--- config.mk ---
export PLATFORM = sky130hd
export DESIGN_NAME = conv_window_gen_module
export DESIGN_NICKNAME = d
export VERILOG_FILES = /design/src/rtl/conv_window_gen_module.sv
export SDC_FILE = /design/constraint.sdc
export NUM_CORES = 2
export LEC_CHECK = 0
export BUFFER_PORTS_ARGS = -buffer_cell sky130_fd_sc_hd__buf_4
export CAP_MARGIN = 20
export CORE_ASPECT_RATIO = 0.7
export CORE_UTILIZATION = 35
export CTS_BUF_LIST = sky130_fd_sc_hd__clkbuf_8
export DETAILED_ROUTE_END_ITERATION = 6
export SYNTH_ARGS = -nofsm -noshare
export SYNTH_HDL_FRONTEND = slang
export SYNTH_SLANG_ARGS = --single-unit
export TNS_END_PERCENT = 1
--- constraint.sdc ---
create_clock -name clk -period 9.1 [get_ports clk]
set_input_delay 0.455 -clock clk [delete_from_list [all_inputs] [get_ports clk]]
set_output_delay 0.455 -clock clk [all_outputs]
set_load 0.05 [all_outputs]
--- src/rtl/conv_window_gen_module.sv ---
// conv_window_gen_module
// Purpose : keeps a 3-column sliding window over padded image columns and emits one 3x3
//           pixel window per cycle, tagged with its top row / left column index.
// Ports   : clk, rst         - clock, synchronous active-high reset
//           col_data/col_sof/col_vld/col_ready - column input handshake (1-deep pending reg)
//           win_data/win_vld/win_ready         - window output handshake
//           win_row/win_col/win_last           - window tags
// Config  : define WINGEN_STRIDE2_EN to emit only even rows and even columns (stride 2).
module conv_window_gen_module #(
   parameter int unsigned ROWS = 26,
   parameter int unsigned COLS = 34,
   parameter int unsigned DW   = 8
) (
   input  logic                 clk,
   input  logic                 rst,
   input  logic [ROWS*DW-1:0]   col_data,
   input  logic                 col_sof,
   input  logic                 col_vld,
   output logic                 col_ready,
   output logic [9*DW-1:0]      win_data,
   output logic                 win_vld,
   input  logic                 win_ready,
   output logic [4:0]           win_row,
   output logic [5:0]           win_col,
   output logic                 win_last
);

`ifdef WINGEN_STRIDE2_EN
   localparam int unsigned STEP = 2;
`else
   localparam int unsigned STEP = 1;
`endif
   // Largest emitted row/column index: highest multiple of STEP not exceeding the limit.
   localparam int unsigned LAST_ROW = ((ROWS - 3) / STEP) * STEP;
   localparam int unsigned LAST_COL = ((COLS - 3) / STEP) * STEP;

   localparam logic [4:0] STEP_W     = 5'(STEP);
   localparam logic [4:0] LAST_ROW_W = 5'(LAST_ROW);
   localparam logic [5:0] LAST_COL_W = 6'(LAST_COL);
   localparam logic [5:0] COLS_W     = 6'(COLS);

   typedef enum logic [1:0] {StFill, StEmit, StWait} state_e;

   state_e              state_q, state_d;
   logic                pend_full_q, pend_full_d;
   logic                pend_sof_q, pend_sof_d;
   logic [ROWS*DW-1:0]  pend_data_q, pend_data_d;
   logic [ROWS*DW-1:0]  c0_q, c0_d, c1_q, c1_d, c2_q, c2_d;
   logic [5:0]          col_cnt_q, col_cnt_d;
   logic [4:0]          row_q, row_d;
   logic [5:0]          win_col_q, win_col_d;
   logic                win_vld_q, win_vld_d;
   logic [15:0]         err_cnt_q, err_cnt_d;

   logic       accept, win_hs, last_hs, xfer, emit_ok;
   logic [5:0] cnt_next, col_next;

   always_comb begin
      accept  = col_vld && !pend_full_q;
      win_hs  = win_vld_q && win_ready;
      last_hs = win_hs && (row_q == LAST_ROW_W);
      // In EMIT the next column may only enter once the current column's last row is taken.
      xfer    = pend_full_q &&
                ((state_q != StEmit) || (last_hs && (col_cnt_q != COLS_W)));
      cnt_next = col_cnt_q + 6'd1;
      col_next = cnt_next - 6'd3;
`ifdef WINGEN_STRIDE2_EN
      emit_ok = !col_next[0];
`else
      emit_ok = 1'b1;
`endif

      state_d     = state_q;
      pend_full_d = pend_full_q;
      pend_sof_d  = pend_sof_q;
      pend_data_d = pend_data_q;
      c0_d        = c0_q;
      c1_d        = c1_q;
      c2_d        = c2_q;
      col_cnt_d   = col_cnt_q;
      row_d       = row_q;
      win_col_d   = win_col_q;
      err_cnt_d   = err_cnt_q;

      if (accept) begin
         pend_data_d = col_data;
         pend_sof_d  = col_sof;
         pend_full_d = 1'b1;
      end

      if (win_hs && !last_hs) begin
         row_d = row_q + STEP_W;
      end

      if (last_hs) begin
         row_d = '0;
         if (col_cnt_q == COLS_W) begin
            state_d   = StFill;
            col_cnt_d = '0;
         end else if (!pend_full_q) begin
            state_d = StWait;
         end
      end

      if (xfer) begin
         pend_full_d = 1'b0;
         row_d       = '0;
         if (pend_sof_q) begin
            // New frame: older columns are stale, restart the fill.
            c0_d      = '0;
            c1_d      = '0;
            c2_d      = pend_data_q;
            col_cnt_d = 6'd1;
            state_d   = StFill;
         end else if (col_cnt_q == '0) begin
            // Column outside any frame: consume it but keep it out of the window.
            if (err_cnt_q != '1) begin
               err_cnt_d = err_cnt_q + 16'd1;
            end
            state_d = StFill;
         end else begin
            c0_d      = c1_q;
            c1_d      = c2_q;
            c2_d      = pend_data_q;
            col_cnt_d = cnt_next;
            if (cnt_next < 6'd3) begin
               state_d = StFill;
            end else if (emit_ok) begin
               state_d   = StEmit;
               win_col_d = col_next;
            end else if (cnt_next == COLS_W) begin
               // Trailing column that produces no window closes the frame.
               state_d   = StFill;
               col_cnt_d = '0;
            end else begin
               state_d = StWait;
            end
         end
      end

      win_vld_d = (state_d == StEmit);
   end

   always_ff @(posedge clk) begin
      if (rst) begin
         state_q     <= StFill;
         pend_full_q <= 1'b0;
         pend_sof_q  <= 1'b0;
         pend_data_q <= '0;
         c0_q        <= '0;
         c1_q        <= '0;
         c2_q        <= '0;
         col_cnt_q   <= '0;
         row_q       <= '0;
         win_col_q   <= '0;
         win_vld_q   <= 1'b0;
         err_cnt_q   <= '0;
      end else begin
         state_q     <= state_d;
         pend_full_q <= pend_full_d;
         pend_sof_q  <= pend_sof_d;
         pend_data_q <= pend_data_d;
         c0_q        <= c0_d;
         c1_q        <= c1_d;
         c2_q        <= c2_d;
         col_cnt_q   <= col_cnt_d;
         row_q       <= row_d;
         win_col_q   <= win_col_d;
         win_vld_q   <= win_vld_d;
         err_cnt_q   <= err_cnt_d;
      end
   end

   // Window mux: rows row_q..row_q+2 of c0 (oldest) .. c2 (newest).
   always_comb begin
      win_data = '0;
      for (int dr = 0; dr < 3; dr++) begin
         win_data[9*DW-1-(dr*3+0)*DW -: DW] = c0_q[ROWS*DW-1-(int'(row_q)+dr)*DW -: DW];
         win_data[9*DW-1-(dr*3+1)*DW -: DW] = c1_q[ROWS*DW-1-(int'(row_q)+dr)*DW -: DW];
         win_data[9*DW-1-(dr*3+2)*DW -: DW] = c2_q[ROWS*DW-1-(int'(row_q)+dr)*DW -: DW];
      end
   end

   assign col_ready = !pend_full_q;
   assign win_vld   = win_vld_q;
   assign win_row   = row_q;
   assign win_col   = win_col_q;
   assign win_last  = (row_q == LAST_ROW_W) && (win_col_q == LAST_COL_W);

endmodule
# --- Word level (Yosys, flattened, before mapping) ---
# Cells that the tools add are included.
word_totals:
  inputBits: 213
  output_inout_bits: 86
  ff_bits: 854
  wordCells: 72
classes:
  add_sub_neg: 8
  reduce_logical: 15
  n_shift: 9
  n_eq_ne: 7
  mux: 18
  order_cmp: 1
  bitwise_logic: 3
ops:
  columns: ["cell", "count"]
  rows:
  - ["$shiftx 215x33->8", 9]
  - ["$mux 208", 6]
  - ["$mux 6", 5]
  - ["$sub 8x9->10 const A", 2]
  - ["$sub 8x8->9 const A", 1]
  - ["$mux 2", 4]
  - ["$logic_and 1x1->1", 7]
  - ["$add 5x1->6 const B", 1]
  - ["$add 5x2->6 const B", 1]
  - ["$add 6x1->6 const B", 1]
  - ["$eq 6x5->1 const B", 1]
  - ["$eq 6x6->1 const B", 1]
  - ["$logic_not 6->1", 1]
  - ["$lt 6x2->1 const B", 1]
  - ["$ne 6x6->1 const B", 1]
  - ["$sub 6x2->6 const B", 1]
  - ["$add 5x1->5 const B", 1]
  - ["$eq 5x5->1 const B", 1]
  - ["$reduce_and 4->1", 1]
  - ["$mux 1", 3]
  - ["$not 1->1", 3]
  - ["$reduce_or 3->1", 1]
  - ["$eq 2x1->1 const B", 1]
  - ["$logic_not 1->1", 2]
  - ["5 further kinds", 5]

# --- Logic depth before layout (Yosys ltp) ---
depth:
  ltp_word: 7
  ltp_mapped: 16
  mapped_depth_nobuf: 8

# --- Least setup slack after synthesis ---
# Ideal clock, no wire load.
synth_timing:
  kind: "flip-flop to output port"
  startpoint: "reg row_q[1] (netlist: win_row[1])"
  endpoint: "out win_data[12]"
  n_path_buf: 7
  required_ns: 8.645
  arrival_time_ns: 5.547
  path_stages_with_launch: 15
  setup_slack_ns: 3.098
  path_cell_list: "dfxtp_1 > buf_2 > inv_1 > buf_2 > buf_1 > clkbuf_1 > ha_1 > buf_4 > a211oi_1 > a41oi_1 > o22ai_1 > buf_2 > buf_2 > nor2_1 > a2111oi_0"
synth_between:
  elab_chain_cells: 3
synth_lines:
  columns: ["element", "line", "rtl"]
  rows:
  - ["from (decl)", "50", "logic [4:0] row_q, row_d;"]
  - ["from (signal assigned)", "167", "row_q <= row_d;"]
  - ["$add 5x2->6", "179", "win_data[9*DW-1-(dr*3+1)*DW -: DW] = c1_q[ROWS*DW-1-(int'(row_q)+dr)*DW -: DW];"]
  - ["$sub 8x9->10", "179", null]
  - ["$shiftx 215x33->8", "179", null]
  - ["to (decl)", "20", "output logic [9*DW-1:0] win_data,"]
# No other way between the ends.

# --- Worst setup path after layout ---
layout_timing:
  startpoint: "reg row_q[0] (netlist: win_row[0])"
  endpoint: "out win_data[38]"
layout_between:
  elab_chain_cells: 3
layout_lines:
  columns: ["element", "line"]
  rows:
  - ["$add 5x1->6", "179"]
  - ["$sub 8x9->10", "179"]
  - ["$shiftx 215x33->8", "179"]
# No other way between the ends.

==> run summary <==
Site Rows - 108
Remaining antenna violation count - 0
Pin count of the biggest net entering global routing - 222
Worst reg-to-reg setup slack - 4670 ps
Maximum clock skew at final layout - 45.46 ps
Setup repair after global routing missed its margin - false
Number of resized instances in the post-cts repair step - 0
CTS tree - yes
Overflow left after global routing - 0
Count of distinct cell types in the synthesized netlist - 75
Worst slew slack as a fraction of its limit - 0.1223
VDD IR-drop max - 0.1422 mV
CTS buffer count - 143
Required time of the critical path - 8650 ps
HP Class - primary input to register
Quantity of I/O buffers inserted on ports - 298
DR pass1 iterations - 7
Area of the core - 0.1247 sq mm
Total via count after detailed routing - 40870
Highest clock rate - 145.1 MHz
Yosys warnings - 0
Number of enable-type register cells in the synthesized netlist - 0
Sum of negative setup slack - 0 ps
CP Launch Point - win_row[0]
Area fraction of the dominant cell type after synthesis - 0.3857
Top_reg_cell synth - sky130_fd_sc_hd__dfxtp_1
Cell at the root of the clock tree - sky130_fd_sc_hd__clkbuf_8
Commonest cells after routing, fill and taps aside - sky130_fd_sc_hd__nand2_1 (934), sky130_fd_sc_hd__dfxtp_1 (851), sky130_fd_sc_hd__a21oi_1 (530)
Final cell utilization of the core - 0.4188
Vias in the first global route - 37820
Max Buffers Root-to-Sink - 3
Tmin final - 6894 ps
Transition time of the tightest slew-check pin - 1317 ps
Mapped cell area - 0.04433 sq mm
Fraction of synthesis flops using an asynchronous set or reset pin - 0
Critical register-to-register path startpoint - win_row[0]
Cell-by-cell listing of the critical path - ha_4 -> clkinv_1 -> a22oi_4 -> nand2b_4 -> buf_4 -> a21oi_1 -> o21ai_0 -> nor3b_1 -> buf_4
Area leader, netlist - sky130_fd_sc_hd__dfxtp_1
Via-to-Cell Ratio - 6.076
Biggest area contributors in the synthesized netlist - sky130_fd_sc_hd__dfxtp_1 (39%), sky130_fd_sc_hd__mux4_2 (21%), sky130_fd_sc_hd__nand2_1 (7.9%), sky130_fd_sc_hd__a22oi_1 (7.2%), sky130_fd_sc_hd__a21oi_1 (6.0%)
Crit path DAT - 6440 ps
Sequential-to-total area share from yosys stat - 0.3857
Max capacitance violation total - 0
Startpoint kind of the worst setup timing path - register
Syn Area/Cell - 9.421 sq um
Slew Viols, Final - 0
Area taken by flip-flops and latches - 0.01711 sq mm
Global-route wire length before repair - 264.6 mm
Die width - 427.4 microns
Start point of the worst min-delay path - win_ready
Max stage delay cell, worst path - sky130_fd_sc_hd__a22oi_4
Number of storage elements in the synthesis netlist - 854
Category of the critical setup timing path - register to output pin
Setup Fix Bufs, Post-CTS - 0
Iteration-0 DRC Markers - 5727
Maximum level of the CTS H-tree - 4
Commonest non-fill, non-tap cell in the layout - sky130_fd_sc_hd__nand2_1
Cell area power density - 152.4 mW/mm^2
DP Wirelength - 129.0 mm
Starting utilization of the core area - 0.3554
Status - finished clean
Multi-input gate area in the final layout - 0.02500 sq mm
Count of hold-fix buffers inserted at cts - 210
Worst reg2reg path depth - 9
Die Height - 299.7 microns
Share of final-layout standard cells stronger than drive strength 1 - 0.2070
CP dominant cell by count - sky130_fd_sc_hd__buf_4
Number of placed I/O pins - 299
Tcrit/Tclk final - 0.7575
CP max stage delay - 900 ps
Worst-path maximum fanout - 50
Element type at the critical path end - output pin
Synthesized netlist cell count - 4705
Clock sink total - 854
Antenna violations before repair - 10
Reg2reg end - c2_q[84]
Post-synth net total - 4926
CP delay by family, top - simple AND/OR/NAND/NOR gates
Critical path buffer and inverter count - 3
Detail-routed net length per standard cell - 27.08 microns
Final setup vio count - 0
Die Outline Area - 0.1281 sq mm
Remaining routing DRC violations - 0
Overall Global Routing Usage - 0.2780
Clock input transition at the sequential cells of the worst setup and hold paths - 60 ps
Hold Vio Cnt, Final - 0
Total Nets Final - 5182
Aggregate routed wire length - 182.1 mm
Insertion delay of the later-clocked pin in the worst-skew pair - 870 ps
Fillcell total - 12210
Static Leak - 17.77 nW
Number of gates on the worst path with buffers counted - 9
Growth of design area from synthesis to finish - 17.84%
Global placer's final weighted congestion - 0.9924
Setup crit end - win_data[38]
==> power breakdown <==
group	switching (W)	internal, W
clock	0.00171	0.00194
combinational	0.000270	0.000183
sequential	0.0000565	0.00380
==> cell families after synthesis <==
family	synth area share
multiplexers	0.2420
adder cells (fa/ha/maj)	0.002258
flip-flops	0.3857
XOR/XNOR	0.004488
AO/OA/AOI/OAI	0.1660
AND/OR/NAND/NOR	0.1448
buffers and inverters	0.05473
==> per-layer routing <==
layer,vias to the layer above,GRT usage,share of wire
met5,-,0.006296,0.00099
met4,12,0.1200,0.044
met3,418,0.09879,0.13
met2,2523,0.3842,0.42
met1,20170,0.3873,0.41
li1,17750,-,-
==> area by class of cell <==
type,count,area share
diodes,4,0.0001916
clock buffers,181,0.04769
well taps,1650,0.03952
repair buffers,583,0.09615
flip-flops and latches,854,0.3275
inverters,13,0.0009342
clock inverters,75,0.009366
multi-input cells,3366,0.4786
==> sequential cells by signal (all words and copies together), names as in the netlist <==
signal,count
pend_data_q,208
state_q,2
win_row,5
c2_q,208
pend_sof_q,1
col_cnt_q,6
c1_q,208
win_vld,1
win_col,6
pend_full_q,1
c0_q,208
==> through the flow <==
| stage | worst slack (ps) | instance area (sq um) | hold slack, ps | power (W) | std cells |
|---|---|---|---|---|---|
| 2_1_floorplan | 3098 | 44330 | 432.1 | 0.004146 | 4705 |
| 3_3_place_gp | 3288 | 47130 | 441.2 | 0.004315 | 6255 |
| 3_5_place_dp | 3256 | 47140 | 442.0 | 0.004320 | 6256 |
| 4_1_cts | 2335 | 52220 | 46.31 | 0.008012 | 6722 |
| 5_1_grt | 1959 | 52230 | 131.0 | 0.008228 | 6723 |
| 6_report | 2206 | 52230 | 142.1 | 0.007963 | 6726 |
==> worst reg2reg max path, delay by kind of cell (launching register included) <==
family	cells	cell delay (ps)
AO/OA/AOI/OAI	4	1080
adder cells (fa/ha/maj)	1	340
buffers and inverters	2	1310
flip-flops	1	890
AND/OR/NAND/NOR	2	730
==> worst min-delay path by stage <==
stage	to	slack (ps)	cells after the start
2_1_floorplan	c2_q[0]	430	2
3_3_place_gp	c2_q[124]	440	2
3_5_place_dp	c2_q[79]	440	2
4_1_cts	state_q[0]	50	4
5_1_grt	win_row[4]	130	3
6_report	state_q[0]	140	4
==> cells in the mapped netlist, drive strengths merged, types with 3 or more instances <==
master,n
o21a,4
o311ai,3
mux2,21
o22ai,18
o211ai,6
a221oi,3
a311o,3
nor2b,10
o221ai,13
ha,8
nor3b,26
o21ai,68
a311oi,5
nor2,511
a21boi,3
nand3b,4
o32ai,3
o211a,4
dfxtp,854
a31oi,34
and3,11
nor4,27
inv,11
and2,10
nand2b,10
buf,265
a211oi,23
mux4,409
xnor2,11
nand3,26
clkbuf,207
a21oi,532
xor2,10
a22oi,428
nand2,935
mux2i,128
nor3,28
o2111ai,3
No activity file was read; power rests on OpenSTA's default activity.
